**src/rtl/slow_ser_pkg.sv**
```systemverilog
// Shared types and sizing helpers for the slow-clock serializer family.
//
// Contents:
//   ser_state_t : serializer FSM state encoding (IDLE, ARMED, SHIFT, PARITY)
//   cnt_w()     : width of a down-counter that must hold DATA_W-1
package slow_ser_pkg;

  typedef enum logic [1:0] {
    IDLE   = 2'd0,
    ARMED  = 2'd1,
    SHIFT  = 2'd2,
    PARITY = 2'd3
  } ser_state_t;

  // Bits needed to count DATA_W-1 down to 0; never less than one bit.
  function automatic int cnt_w(input int data_w);
    return (data_w > 2) ? $clog2(data_w) : 1;
  endfunction

endpackage

```
**src/rtl/slow_clk_edge_tick.sv**
```systemverilog
// Edge detector for a divided clock that is itself a register in the
// clk_in domain. Produces one-cycle strobes on each slow_clk edge.
//
// Ports:
//   clk_in    : system clock
//   reset     : synchronous, active-high
//   slow_clk  : divided clock (already synchronous to clk_in)
//   rise_tick : high for one clk_in cycle after slow_clk goes high
//   fall_tick : high for one clk_in cycle after slow_clk goes low
module slow_clk_edge_tick (
  input  logic clk_in,
  input  logic reset,
  input  logic slow_clk,
  output logic rise_tick,
  output logic fall_tick
);

  logic slow_clk_q;

  // Reset value 0 keeps a low slow_clk from producing a fall strobe
  // straight out of reset.
  always_ff @(posedge clk_in) begin
    if (reset) slow_clk_q <= 1'b0;
    else       slow_clk_q <= slow_clk;
  end

  assign fall_tick = slow_clk_q & ~slow_clk;
  assign rise_tick = ~slow_clk_q & slow_clk;

endmodule

```
**src/rtl/slow_clk_serializer.sv**
```systemverilog
// Parallel-to-serial converter paced by a divided slow clock. Words are
// accepted over valid/ready in the clk_in domain and shifted out one bit
// per slow_clk period, changing on slow_clk falling edges so a receiver
// can sample on rising edges. Back-to-back words stream with no gap.
//
// Optional build macro SLOW_SER_PARITY_EN appends an even-parity bit
// period after the last data bit of every word.
//
// Ports:
//   clk_in    : system clock
//   reset     : synchronous, active-high
//   slow_clk  : divided clock, register output in clk_in domain
//   s_data    : parallel word to send
//   s_valid   : s_data is valid
//   s_ready   : word is taken this cycle when s_valid is also high
//   ser_data  : registered serial bit stream
//   ser_frame : registered, high during the first bit period of a word
//   busy      : registered, high while a word is armed or shifting
module slow_clk_serializer
  import slow_ser_pkg::*;
#(
  parameter int   DATA_W     = 16,
  parameter bit   MSB_FIRST  = 1'b1,
  parameter logic IDLE_LEVEL = 1'b0
) (
  input  logic              clk_in,
  input  logic              reset,
  input  logic              slow_clk,
  input  logic [DATA_W-1:0] s_data,
  input  logic              s_valid,
  output logic              s_ready,
  output logic              ser_data,
  output logic              ser_frame,
  output logic              busy
);

  localparam int              CNT_W    = cnt_w(DATA_W);
  localparam logic [CNT_W-1:0] LAST_CNT = CNT_W'(DATA_W - 1);

  // The bit on the line is always kept at the outgoing end of sh_q.
  function automatic logic first_bit(input logic [DATA_W-1:0] w);
    return MSB_FIRST ? w[DATA_W-1] : w[0];
  endfunction

  function automatic logic [DATA_W-1:0] shift_word(input logic [DATA_W-1:0] w);
    return MSB_FIRST ? {w[DATA_W-2:0], 1'b0} : {1'b0, w[DATA_W-1:1]};
  endfunction

  ser_state_t        state_q, state_d;
  logic [DATA_W-1:0] sh_q, sh_d, shifted;
  logic [CNT_W-1:0]  cnt_q, cnt_d;
  logic              ser_data_q, ser_data_d;
  logic              ser_frame_q, ser_frame_d;
  logic              busy_q, busy_d;
`ifdef SLOW_SER_PARITY_EN
  logic              parity_q, parity_d;
`endif
  logic              fall_tick, unused_rise_tick;
  logic              last_tick, xfer;

  slow_clk_edge_tick u_edge (
    .clk_in    (clk_in),
    .reset     (reset),
    .slow_clk  (slow_clk),
    .rise_tick (unused_rise_tick),
    .fall_tick (fall_tick)
  );

  // last_tick marks the falling edge that ends the current word; a new word
  // taken on that edge is reloaded directly, which gives gapless streaming.
`ifdef SLOW_SER_PARITY_EN
  assign last_tick = (state_q == PARITY) & fall_tick;
`else
  assign last_tick = (state_q == SHIFT) & (cnt_q == '0) & fall_tick;
`endif
  assign s_ready = (state_q == IDLE) | last_tick;
  assign xfer    = s_valid & s_ready;
  assign shifted = shift_word(sh_q);

  // State register
  always_ff @(posedge clk_in) begin
    if (reset) begin
      state_q     <= IDLE;
      sh_q        <= '0;
      cnt_q       <= '0;
      ser_data_q  <= IDLE_LEVEL;
      ser_frame_q <= 1'b0;
      busy_q      <= 1'b0;
`ifdef SLOW_SER_PARITY_EN
      parity_q    <= 1'b0;
`endif
    end else begin
      state_q     <= state_d;
      sh_q        <= sh_d;
      cnt_q       <= cnt_d;
      ser_data_q  <= ser_data_d;
      ser_frame_q <= ser_frame_d;
      busy_q      <= busy_d;
`ifdef SLOW_SER_PARITY_EN
      parity_q    <= parity_d;
`endif
    end
  end

  // Next-state logic
  always_comb begin
    state_d = state_q;
    case (state_q)
      IDLE:  if (xfer) state_d = ARMED;
      ARMED: if (fall_tick) state_d = SHIFT;
      SHIFT: begin
        if (fall_tick && cnt_q == '0) begin
`ifdef SLOW_SER_PARITY_EN
          state_d = PARITY;
`else
          state_d = xfer ? SHIFT : IDLE;
`endif
        end
      end
`ifdef SLOW_SER_PARITY_EN
      PARITY: if (fall_tick) state_d = xfer ? SHIFT : IDLE;
`endif
      default: state_d = IDLE;
    endcase
  end

  // Datapath and output logic
  always_comb begin
    sh_d        = sh_q;
    cnt_d       = cnt_q;
    ser_data_d  = ser_data_q;
    ser_frame_d = ser_frame_q;
    busy_d      = busy_q;
`ifdef SLOW_SER_PARITY_EN
    parity_d    = parity_q;
`endif
    if (xfer) begin
      sh_d = s_data;
`ifdef SLOW_SER_PARITY_EN
      parity_d = ^s_data;
`endif
    end
    case (state_q)
      IDLE: if (xfer) busy_d = 1'b1;
      ARMED: begin
        if (fall_tick) begin
          ser_data_d  = first_bit(sh_q);
          ser_frame_d = 1'b1;
          cnt_d       = LAST_CNT;
        end
      end
      SHIFT: begin
        if (fall_tick) begin
          if (cnt_q != '0) begin
            sh_d        = shifted;
            ser_data_d  = first_bit(shifted);
            ser_frame_d = 1'b0;
            cnt_d       = cnt_q - 1'b1;
          end
`ifdef SLOW_SER_PARITY_EN
          else begin
            ser_data_d  = parity_q;
            ser_frame_d = 1'b0;
          end
`else
          else if (xfer) begin
            ser_data_d  = first_bit(s_data);
            ser_frame_d = 1'b1;
            cnt_d       = LAST_CNT;
          end else begin
            ser_data_d  = IDLE_LEVEL;
            ser_frame_d = 1'b0;
            busy_d      = 1'b0;
          end
`endif
        end
      end
`ifdef SLOW_SER_PARITY_EN
      PARITY: begin
        if (fall_tick) begin
          if (xfer) begin
            ser_data_d  = first_bit(s_data);
            ser_frame_d = 1'b1;
            cnt_d       = LAST_CNT;
          end else begin
            ser_data_d  = IDLE_LEVEL;
            ser_frame_d = 1'b0;
            busy_d      = 1'b0;
          end
        end
      end
`endif
      default: ;
    endcase
  end

  assign ser_data  = ser_data_q;
  assign ser_frame = ser_frame_q;
  assign busy      = busy_q;

endmodule
```
**config.mk**
```make
export PLATFORM = sky130hd
export DESIGN_NAME = slow_clk_serializer
export DESIGN_NICKNAME = d
export VERILOG_FILES = /design/src/rtl/slow_ser_pkg.sv /design/src/rtl/slow_clk_edge_tick.sv /design/src/rtl/slow_clk_serializer.sv
export SDC_FILE = /design/constraint.sdc
export NUM_CORES = 1
export LEC_CHECK = 0
export CAP_MARGIN = 25
export CORE_ASPECT_RATIO = 0.5
export CORE_MARGIN = 3
export CORE_UTILIZATION = 30
export DETAILED_ROUTE_END_ITERATION = 10
export HOLD_SLACK_MARGIN = 0.05
export PLACE_DENSITY = 0.64
export SLEW_MARGIN = 5
export SYNTH_ARGS = -nofsm -noshare
export SYNTH_HDL_FRONTEND = slang
export SYNTH_SLANG_ARGS = --single-unit
```
**constraint.sdc**
```tcl
create_clock -name clk_in -period 1.9 [get_ports clk_in]
set_input_delay 0.57 -clock clk_in [delete_from_list [all_inputs] [get_ports clk_in]]
set_output_delay 0.57 -clock clk_in [all_outputs]
set_load 0.01 [all_outputs]
```
# [Word level (Yosys, flattened, before mapping)]
# Cells that the tools add are included.
[op_classes] add_sub_neg=1 n_lt_le_gt_ge=0 div_mod_pow=0 muxes=29 n_bitwise=6 n_mul=0 reduce_logical=10 n_shift=0 eq_ne=9
[ops] cell="16-bit 2-to-1 mux" count=4
[ops] cell="4-bit 2-to-1 mux" count=4
[ops] cell="1-bit 2-to-1 mux" count=12
[ops] cell="2-bit != test, second input constant" count=5
[ops] cell="2-bit 2-to-1 mux" count=4
[ops] cell="4-bit case mux with 2 select lines" count=1
[ops] cell="1-bit case mux with 2 select lines" count=3
[ops] cell="2-bit case mux with 3 select lines" count=1
[ops] cell="3-bit AND reduction" count=2
[ops] cell="5-bit AND reduction" count=1
[ops] cell="1-bit bitwise AND" count=4
[ops] cell="4-bit logical NOT" count=1
[ops] cell="4-bit AND reduction" count=1
[ops] cell="2-bit nonzero test" count=2
[ops] cell="4-bit nonzero test" count=1
[ops] cell="4-bit by 1-bit subtractor with 4-bit output, second input constant" count=1
[ops] cell="3-bit by 2-bit != test with 1-bit output, second input constant" count=1
[ops] cell="2-bit by 1-bit == test with 1-bit output, second input constant" count=1
[ops] cell="2-bit == test, second input constant" count=1
[ops] cell="2-bit logical NOT" count=1
[ops] cell="2-bit by 1-bit != test with 1-bit output, second input constant" count=1
[ops] cell="1-bit logical AND" count=1
[ops] cell="1-bit NOT" count=1
[ops] cell="1-bit OR" count=1
[word_totals] word_cells=62 in_bits=20 mem_bits_rw=0 memories=0 latchBits=0 out_inout_bits=4 rom_bits=0 ff_bits=26

# [Logic depth before layout (Yosys ltp)]
[depth] word_depth=9 mapped_depth=8 depth_no_buf=6

# [Modules after synthesis]
# From an unflattened synthesis, not the netlist that was laid out.
[hier_totals] cells_unflattened=131 area_unflattened_um2=1318.8
[by_module_without_submodules] module="slow_clk_serializer" seq_area_each_um2=500.5 n_inst=1 area_per_inst_um2=1280.0 cells_per_inst=127
[by_module_without_submodules] module="slow_clk_edge_tick" seq_area_each_um2=20.0 n_inst=1 area_per_inst_um2=38.8 cells_per_inst=4

# [Worst setup path after synthesis]
# OpenSTA, ideal clock, no wires.
[synth_timing] path_type="reg2reg" start="reg cnt_q[0]" end="reg sh_q[10]" synth_period_minus_slack_ns=1.875 stages_incl_launch_ff=9 t_required_ns=1.785 t_arrival_ns=1.760 path_buffers=2 setup_time_ns=0.115 setup_slack_ns=0.025 path_cell_list="dfxtp_1 -> inv_1 -> ha_1 -> or3b_4 -> o31ai_4 -> buf_6 -> buf_12 -> mux2i_1 -> o2bb2ai_2"
[synth_via] elab_chain_len=9 word_cells_on_any_way=10 classes_between="mux (4); bitwise (4); reduce/logical (2)"
[synth_rtl] item="from (decl)" line_no="slow_clk_serializer.sv:51" rtl="logic [CNT_W-1:0] cnt_q, cnt_d;"
[synth_rtl] item="from (signal assigned)" line_no="slow_clk_serializer.sv:95" rtl="cnt_q <= cnt_d;"
[synth_rtl] item="4-bit logical NOT" line_no="slow_clk_serializer.sv:74" rtl="assign last_tick = (state_q == SHIFT) & (cnt_q == '0) & fall_tick;"
[synth_rtl] item="1-bit bitwise AND (2 in series)" line_no="slow_clk_serializer.sv:74"
[synth_rtl] item="1-bit OR" line_no="slow_clk_serializer.sv:76" rtl="assign s_ready = (state_q == IDLE) | last_tick;"
[synth_rtl] item="1-bit bitwise AND" line_no="slow_clk_serializer.sv:77" rtl="assign xfer = s_valid & s_ready;"
[synth_rtl] item="16-bit 2-to-1 mux" line_no="slow_clk_serializer.sv:137" rtl="if (xfer) begin"
[synth_rtl] item="16-bit 2-to-1 mux" line_no="slow_clk_serializer.sv:154" rtl="if (cnt_q != '0) begin"
[synth_rtl] item="16-bit 2-to-1 mux" line_no="slow_clk_serializer.sv:153" rtl="if (fall_tick) begin"
[synth_rtl] item="16-bit 2-to-1 mux *" line_no="slow_clk_serializer.sv:143" rtl="case (state_q)"
[synth_rtl] item="to (signal assigned)" line_no="slow_clk_serializer.sv:84" rtl="sh_q <= '0;"
[synth_rtl] item="to (signal assigned)" line_no="slow_clk_serializer.sv:94" rtl="sh_q <= sh_d;"
[synth_rtl] item="to (decl)" line_no="slow_clk_serializer.sv:50" rtl="logic [DATA_W-1:0] sh_q, sh_d, shifted;"
# Every way passes the cells marked *; elsewhere a longest branch is shown, timed or not.
# A chain may end at the register's enable or synchronous reset.

# [Worst setup path in the final report]
[layout_timing] start="reg cnt_q[1]" end="out s_ready"
[layout_via] elab_chain_len=4
[layout_rtl] item="4-bit logical NOT" line_no="slow_clk_serializer.sv:74"
[layout_rtl] item="1-bit bitwise AND (2 in series)" line_no="slow_clk_serializer.sv:74"
[layout_rtl] item="1-bit OR" line_no="slow_clk_serializer.sv:76"
[layout_rtl] item="to (decl)" line_no="slow_clk_serializer.sv:31" rtl="output logic s_ready,"
# No other way between the ends.

==> flow_summary_export.csv <==
group,metric,value,unit
clock_network,clkTransAtPathRegs,0.10,ns
clock_network,numCtsBuffers,3,
cells_and_area,layout-drive-gt1-share,0.333,
detailed_routing,drt-total-wl,3150,um
floorplanning,rows,16,
clock_network,ctsLongestPathBuffers,2,
pwr,leakagePower,0.774,nW
worst_setup_path,cpPeakStageDelay,0.34,ns
detailed_routing,initialDrtViolationCount,12,
run,cap_viol_max_count,0,
yosys,syn_avg_cell_area,10.6,um^2
worst_setup_path,worstPathArrival,1.30,ns
cells_and_area,diodes,0,
yosys,synth_warnings,0,
detailed_routing,wl_per_cell,13.3,um
clock_network,holdBufCountCts,0,
timing,min_period,1.87,ns
placed_design,gp_congestion,0.819,
timing,rsz0062_at_grt,"true",
yosys,syn_nets,159,
worst_setup_path,cp-end-kind,"primary output",
worst_hold_path,hp-class,"flip-flop to flip-flop",
cells_and_area,fin_nets,210,
timing,hold_viol_final,0,
grt,grt_usage,0.120,
yosys,syn_inst,133,
yosys,synth.area.top_cells,"dfxtp_1 (37%), mux2i_1 (11%), o2bb2ai_2 (8.6%)",
clock_network,cts.sinks,26,
worst_setup_path,cp_max_fo,3,
worst_setup_path,required,1.33,ns
placed_design,dp_hpwl,2290,um
floorplanning,core_area,0.00418,mm^2
worst_setup_path,path_buf_inv,2,
timing,fin_ws,0.0341,ns
timing,slew-limit-headroom,0.747,
worst_setup_path,reg2reg_slack,0.08,ns
cells_and_area,area_growth,44.6,%
outcome,status,"completed",
yosys,synth-async-reset-ratio,0,
placed_design,dp_slack,-0.582,ns
timing,min_period_over_period,0.982,
yosys,synth_top_area_frac,0.371,
detailed_routing,ant_nets,0,
floorplanning,die_x,103,um
floorplanning,io_pins,24,
grt,grt_overflow_total,0,
worst_setup_path,critical_path.top_delay_family,"flip-flops",
placed_design,place_inst,228,
grt,grt_max_degree,17,
yosys,synth_edf_count,0,
floorplanning,dieArea,0.00559,mm^2
cells_and_area,stdcell_area,0.00203,mm^2
floorplanning,die_h,54.4,um
placed_design,placed_area,0.00186,mm^2
timing,tightest_slew,0.376,ns
pwr,power,0.00314,W
detailed_routing,drc_errors,0,
grt,grt_pass1_wl,5270,um
yosys,yosys-top-cells-count,"dfxtp_1 (26), mux2i_1 (16), nor2_1 (10), o2bb2ai_2 (8)",
worst_setup_path,crit_slowest_cell,"dfxtp_2",
yosys,ys_types,38,
pwr,vdd_drop_max,445,uV
cells_and_area,num-fill-cells,377,
timing,maxSlewViolCount,0,
timing,finalSetupViolCount,0,
yosys,synth.most_common_cell,"dfxtp_1",
clock_network,h-tree-depth,1,
pwr,power.density,1550,mW/mm^2
grt,antenna_found_initial,0,
yosys,synth_seq_area_share,0.371,
worst_setup_path,cp_cell_sequence,"inv_2 > ha_4 > nor3b_4 > a31o_2 > buf_6",
yosys,ys.flop_type,"dfxtp_1",
clock_network,clock_latency,0.27,ns
placed_design,io_buffer_count,23,
yosys,ys_ff_latch,26,
detailed_routing,vias_per_cell,4.92,
yosys,yosysTopAreaCell,"dfxtp_1",
clock_network,cts_tree,"yes",
timing,fin_worst_skew,0.00375,ns
detailed_routing,vias,1166,
cells_and_area,fin_cells,237,
timing,clock.fmax,0.536,GHz
timing,tns,0,ns
worst_setup_path,critPathKind,"flip-flop to primary output",
yosys,synth_area,0.00140,mm^2
detailed_routing,dr.pass1.iters,4,
grt,first_global_vias,1174,
worst_setup_path,startpoint_type,"flip-flop",
clock_network,cts-root-buf,"clkbuf_8",
floorplanning,start_util,0.336,
==> repair_timing <==
| action | 4_1_cts | 5_1_grt |
|---|---|---|
| endpoints found under the setup margin | 17 | 19 |
| gates resized for setup | 14 | 7 |
| pin swaps | 2 | 1 |
| buffers inserted | 2 | 2 |
| cloned | 0 | 1 |
==> flip-flops by register name, summed over array words and instances (netlist names) <==
name               cells
busy                   1
ser_data               1
state_q                2
cnt_q                  4
sh_q                  16
ser_frame              1
u_edge.slow_clk_q      1
==> per-stage QoR <==
step	utilization	hold WS, ns
6_report	0.485	0.470
5_1_grt	0.485	0.492
4_1_cts	0.471	0.470
3_5_place_dp	0.444	0.446
3_3_place_gp	0.444	0.436
2_1_floorplan	-	0.432
==> cell families after synthesis <==
group | after synthesis | synth area share
buf+inv | 11 | 0.0579
mux | 16 | 0.114
compound gates | 41 | 0.283
fa+ha+maj | 6 | 0.0535
simple gates | 33 | 0.120
flops | 26 | 0.371
==> worst register-to-register path, delay by kind of cell (launching register included) <==
family,cells,cell delay (ns)
DFF,1,0.34
adders and majority gates,1,0.13
buffers and inverters,3,0.38
AOI/OAI and AO/OA,2,0.25
and+or+nand+nor,1,0.40
muxes,1,0.21
==> final timing paths <==
| check | from | end | cells after the start |
|---|---|---|---|
| setup / recovery | cnt_q[1]$_SDFFE_PP0P_ | s_ready | 5 |
| hold / removal | sh_q[12]$_SDFF_PP0_ | sh_q[13]$_SDFF_PP0_ | 1 |
| setup reg to reg | cnt_q[1]$_SDFFE_PP0P_ | sh_q[14]$_SDFF_PP0_ | 8 |
| hold reg to reg | sh_q[12]$_SDFF_PP0_ | sh_q[13]$_SDFF_PP0_ | 1 |
==> cells in the final DEF (no fill, tap or decap), types with 3 or more instances in the layout <==
cell,n
nor2_1,10
o2bb2ai_2,8
nor3_1,3
clkdlybuf4s50_1,21
dfxtp_1,23
clkbuf_8,3
buf_4,23
mux2i_1,15
inv_1,3
buf_12,3
ha_1,4
nor2b_1,4
dfxtp_2,3
nand2_1,7
buf_6,3
o2bb2ai_1,7
a211oi_1,4
o21a_1,3
==> power by group <==
part / leakage [nW] / total [W] / switching, W / internal (W)
clock: 0.0357 / 0.000467 / 0.000185 / 0.000282
sequential: 0.215 / 0.000798 / 0.0000989 / 0.000699
combinational: 0.523 / 0.00188 / 0.000846 / 0.00103
==> per-layer routing <==
layer | wire (um) | global-route usage | vias to the layer above
li1 | - | - | 601
met1 | 1510 | 0.149 | 553
met2 | 1550 | 0.215 | 10
met3 | 59 | 0.0280 | 2
met4 | 25 | 0.0258 | 0
met5 | 0 | 0 | -
==> layout make-up <==
cell class / instances / area [um^2] / share of cell area
Inverter: 5 / 18.8 / 0.00925
Timing Repair Buffer: 52 / 510 / 0.252
Sequential cell: 26 / 524 / 0.258
Multi-Input combinational cell: 96 / 837 / 0.412
Tap cell: 54 / 67.6 / 0.0333
Clock buffer: 3 / 41.3 / 0.0203
Clock inverter: 1 / 30.0 / 0.0148
Power figures use the tool's default switching activity.
==> RTL change (config.mk and constraints unchanged) <==
Set the parameter `DATA_W` to 32 (it was 16).
--- a/src/rtl/slow_clk_serializer.sv
+++ b/src/rtl/slow_clk_serializer.sv
@@ -19,7 +19,7 @@
 module slow_clk_serializer
   import slow_ser_pkg::*;
 #(
-  parameter int   DATA_W     = 16,
+  parameter int   DATA_W     = 32,
   parameter bit   MSB_FIRST  = 1'b1,
   parameter logic IDLE_LEVEL = 1'b0
 ) (
Ports: changed (resized s_data); port bits go from 24 to 40. The function was not compared with the original's and may differ.
==> RTL change against the unedited design <==
  * The run now ends with setup timing left
  * Worst setup slack got worse by 340 ps
  * Final cell count increased by 49%
  * Wire length increased by 69%
  * Total power increased by 32%
  * Utilization decreased by 1.5 points
  * Synthesized area increased by 56%
  * First-iteration DRC count increased to 7.8 times the old value
  * Sequential cell count increased by 17
  * Cell area increased by 59%
  * Largest cell class unchanged
  * Largest power group unchanged
  * Highest routed layer unchanged
==> RTL change: results (changes against the unedited design) <==
[detailed_routing]
via_count=1763  ; +51%
drt_iter0_drc=93  ; +81
routed_wl_um=5330  ; +69%
wl_per_cell_um=15.1  ; +13%

[worst_setup_path]
crit_fanout=2  ; -1
reg2reg_depth=9  ; +1
crit_family=simple AND/OR/NAND/NOR gates
slowest_delay_ps=480  ; +140 ps
critical-path-slowest-cell=or4b_4
cp_data_arrival_time_ps=1640  ; +340 ps

[cells_and_area]
diodes=0  ; unchanged
nets=303  ; +44%
layout-drive-gt1-share_pct=31.7  ; -1.7 points
fillers=625  ; +66%
largestRegisters=sh_q (32), cnt_q (5), state_q (2)

[timing]
worstMarginPinSlew_ps=283  ; -92.5 ps
setup_viol=1  ; +1
timing.final.ws_setup_ps=-307  ; -341 ps
skew_ps=4.60  ; +0.855 ps

[synthesis]
synth_fa_ha_area_share_pct=3.43  ; -1.9 points
syn_nets=236  ; +48%
synth_cell_type_count=46  ; +21%
synth.top_cell.area_share_pct=39.3  ; +2.2 points
synthTopCellsByArea=dfxtp_1 39%, mux2i_1 15%, o2bb2ai_1 8.0%, o2bb2ai_2 6.9%, ha_1 3.4%
synth_commonest_cells=43 x dfxtp_1, 32 x mux2i_1, 20 x o2bb2ai_1
avgSynthCellArea_sq_um=11.3  ; +7.0%
ys_seq_area_share_pct=39.3  ; +2.2 points
muxShareOfSynthArea_pct=15.1  ; +3.7 points

[global_routing]
grt_first_pass_wirelength_um=8360  ; +59%
grt_max_degree=31  ; +14
grt_use_total_pct=12.3  ; +0.28 points

[hold_path]
hold_depth=2  ; +1

[pwr]
ir_drop_mv=0.573  ; +29%
leakagePower_nw=1.24  ; +60%

[status]
violations=setup timing
status=finished with violations

[placement]
place_ws_ps=-705  ; -123 ps
place.gp.congestion=0.850  ; +3.8%
hpwl_um=3510  ; +53%
port_buffers=39  ; +70%

[clocking]
htree_levels=2  ; +1
root_buffer=clkbuf_16
path_clk_slew_ps=60  ; -40 ps
cts_inserted_buffers=5  ; +2

## RTL change: cell count changes in the layout (fill, tap and decap cells not counted), moves of 7 or more
cell / unedited run / this run
dfxtp_1: 23 / 42
clkdlybuf4s50_1: 21 / 37
clkbuf_16: 1 / 8
o2bb2ai_2: 8 / 20
mux2i_1: 15 / 31
## RTL change: final timing paths
check / end / startpoint / slack, ps
worst min register to register: ser_data / ser_data / 450
worst min-delay path: ser_data / ser_data / 450
worst max register to register: sh_q[22] / cnt_q[0] / 30
worst max-delay path: s_ready / cnt_q[0] / -310
## RTL change: worst register-to-register path, cell delays in order, from the launching register on
cell and delay (ps):
dfxtp_2 320, inv_2 70, ha_4 130, or4b_4 480, buf_4 180, nand3_4 100, buf_4 130, nand2b_4 70
buf_12 170, o2bb2ai_2 150
## RTL change: final cells by class
type                       count  area share (%)
clock inverter                 2            1.86
clock buffer                   6            3.98
sequential                    43            26.6
tap                           92            3.56
timing repair buffer          73            23.2
inverter                       7           0.812
multi-input combinational    131            40.0
## RTL change: cells by family (layout without fill, tap and decap cells)
family / Yosys count / in the layout
adders and majority gates: 6 / 6
DFF: 43 / 43
muxes: 33 / 33
and+or+nand+nor: 34 / 34
buffers and inverters: 20 / 88
AOI/OAI and AO/OA: 58 / 58
## RTL change: where the power goes
| group | total, W | internal, W | switching [W] |
|---|---|---|---|
| clock network | 0.00110 | 0.000754 | 0.000342 |
| registers | 0.00123 | 0.00111 | 0.000126 |
| logic | 0.00183 | 0.000971 | 0.000861 |
## RTL change: stage by stage
step / cell area [sq um] / setup TNS (ps)
4_1_cts: 3030 / -347
5_1_grt: 3240 / -737
2_1_floorplan: 2210 / 0
6_report: 3240 / -307
3_3_place_gp: 2820 / -9480
3_5_place_dp: 2820 / -10900
## RTL change: timing repair
action                                  CTS  global route
pin swaps                                 1             4
endpoints found under the setup margin    4            38
setup buffers                             2             4
gates resized for setup                   6            19
gates cloned                              0             3
## RTL change: metal layers
metal	part of all wire (%)	GRT usage [%]	wire [um]
met1	45	14.7	2380
met3	2.5	2.90	131
met5	0	0	0
met4	1.1	3.21	59
met2	52	22.2	2760
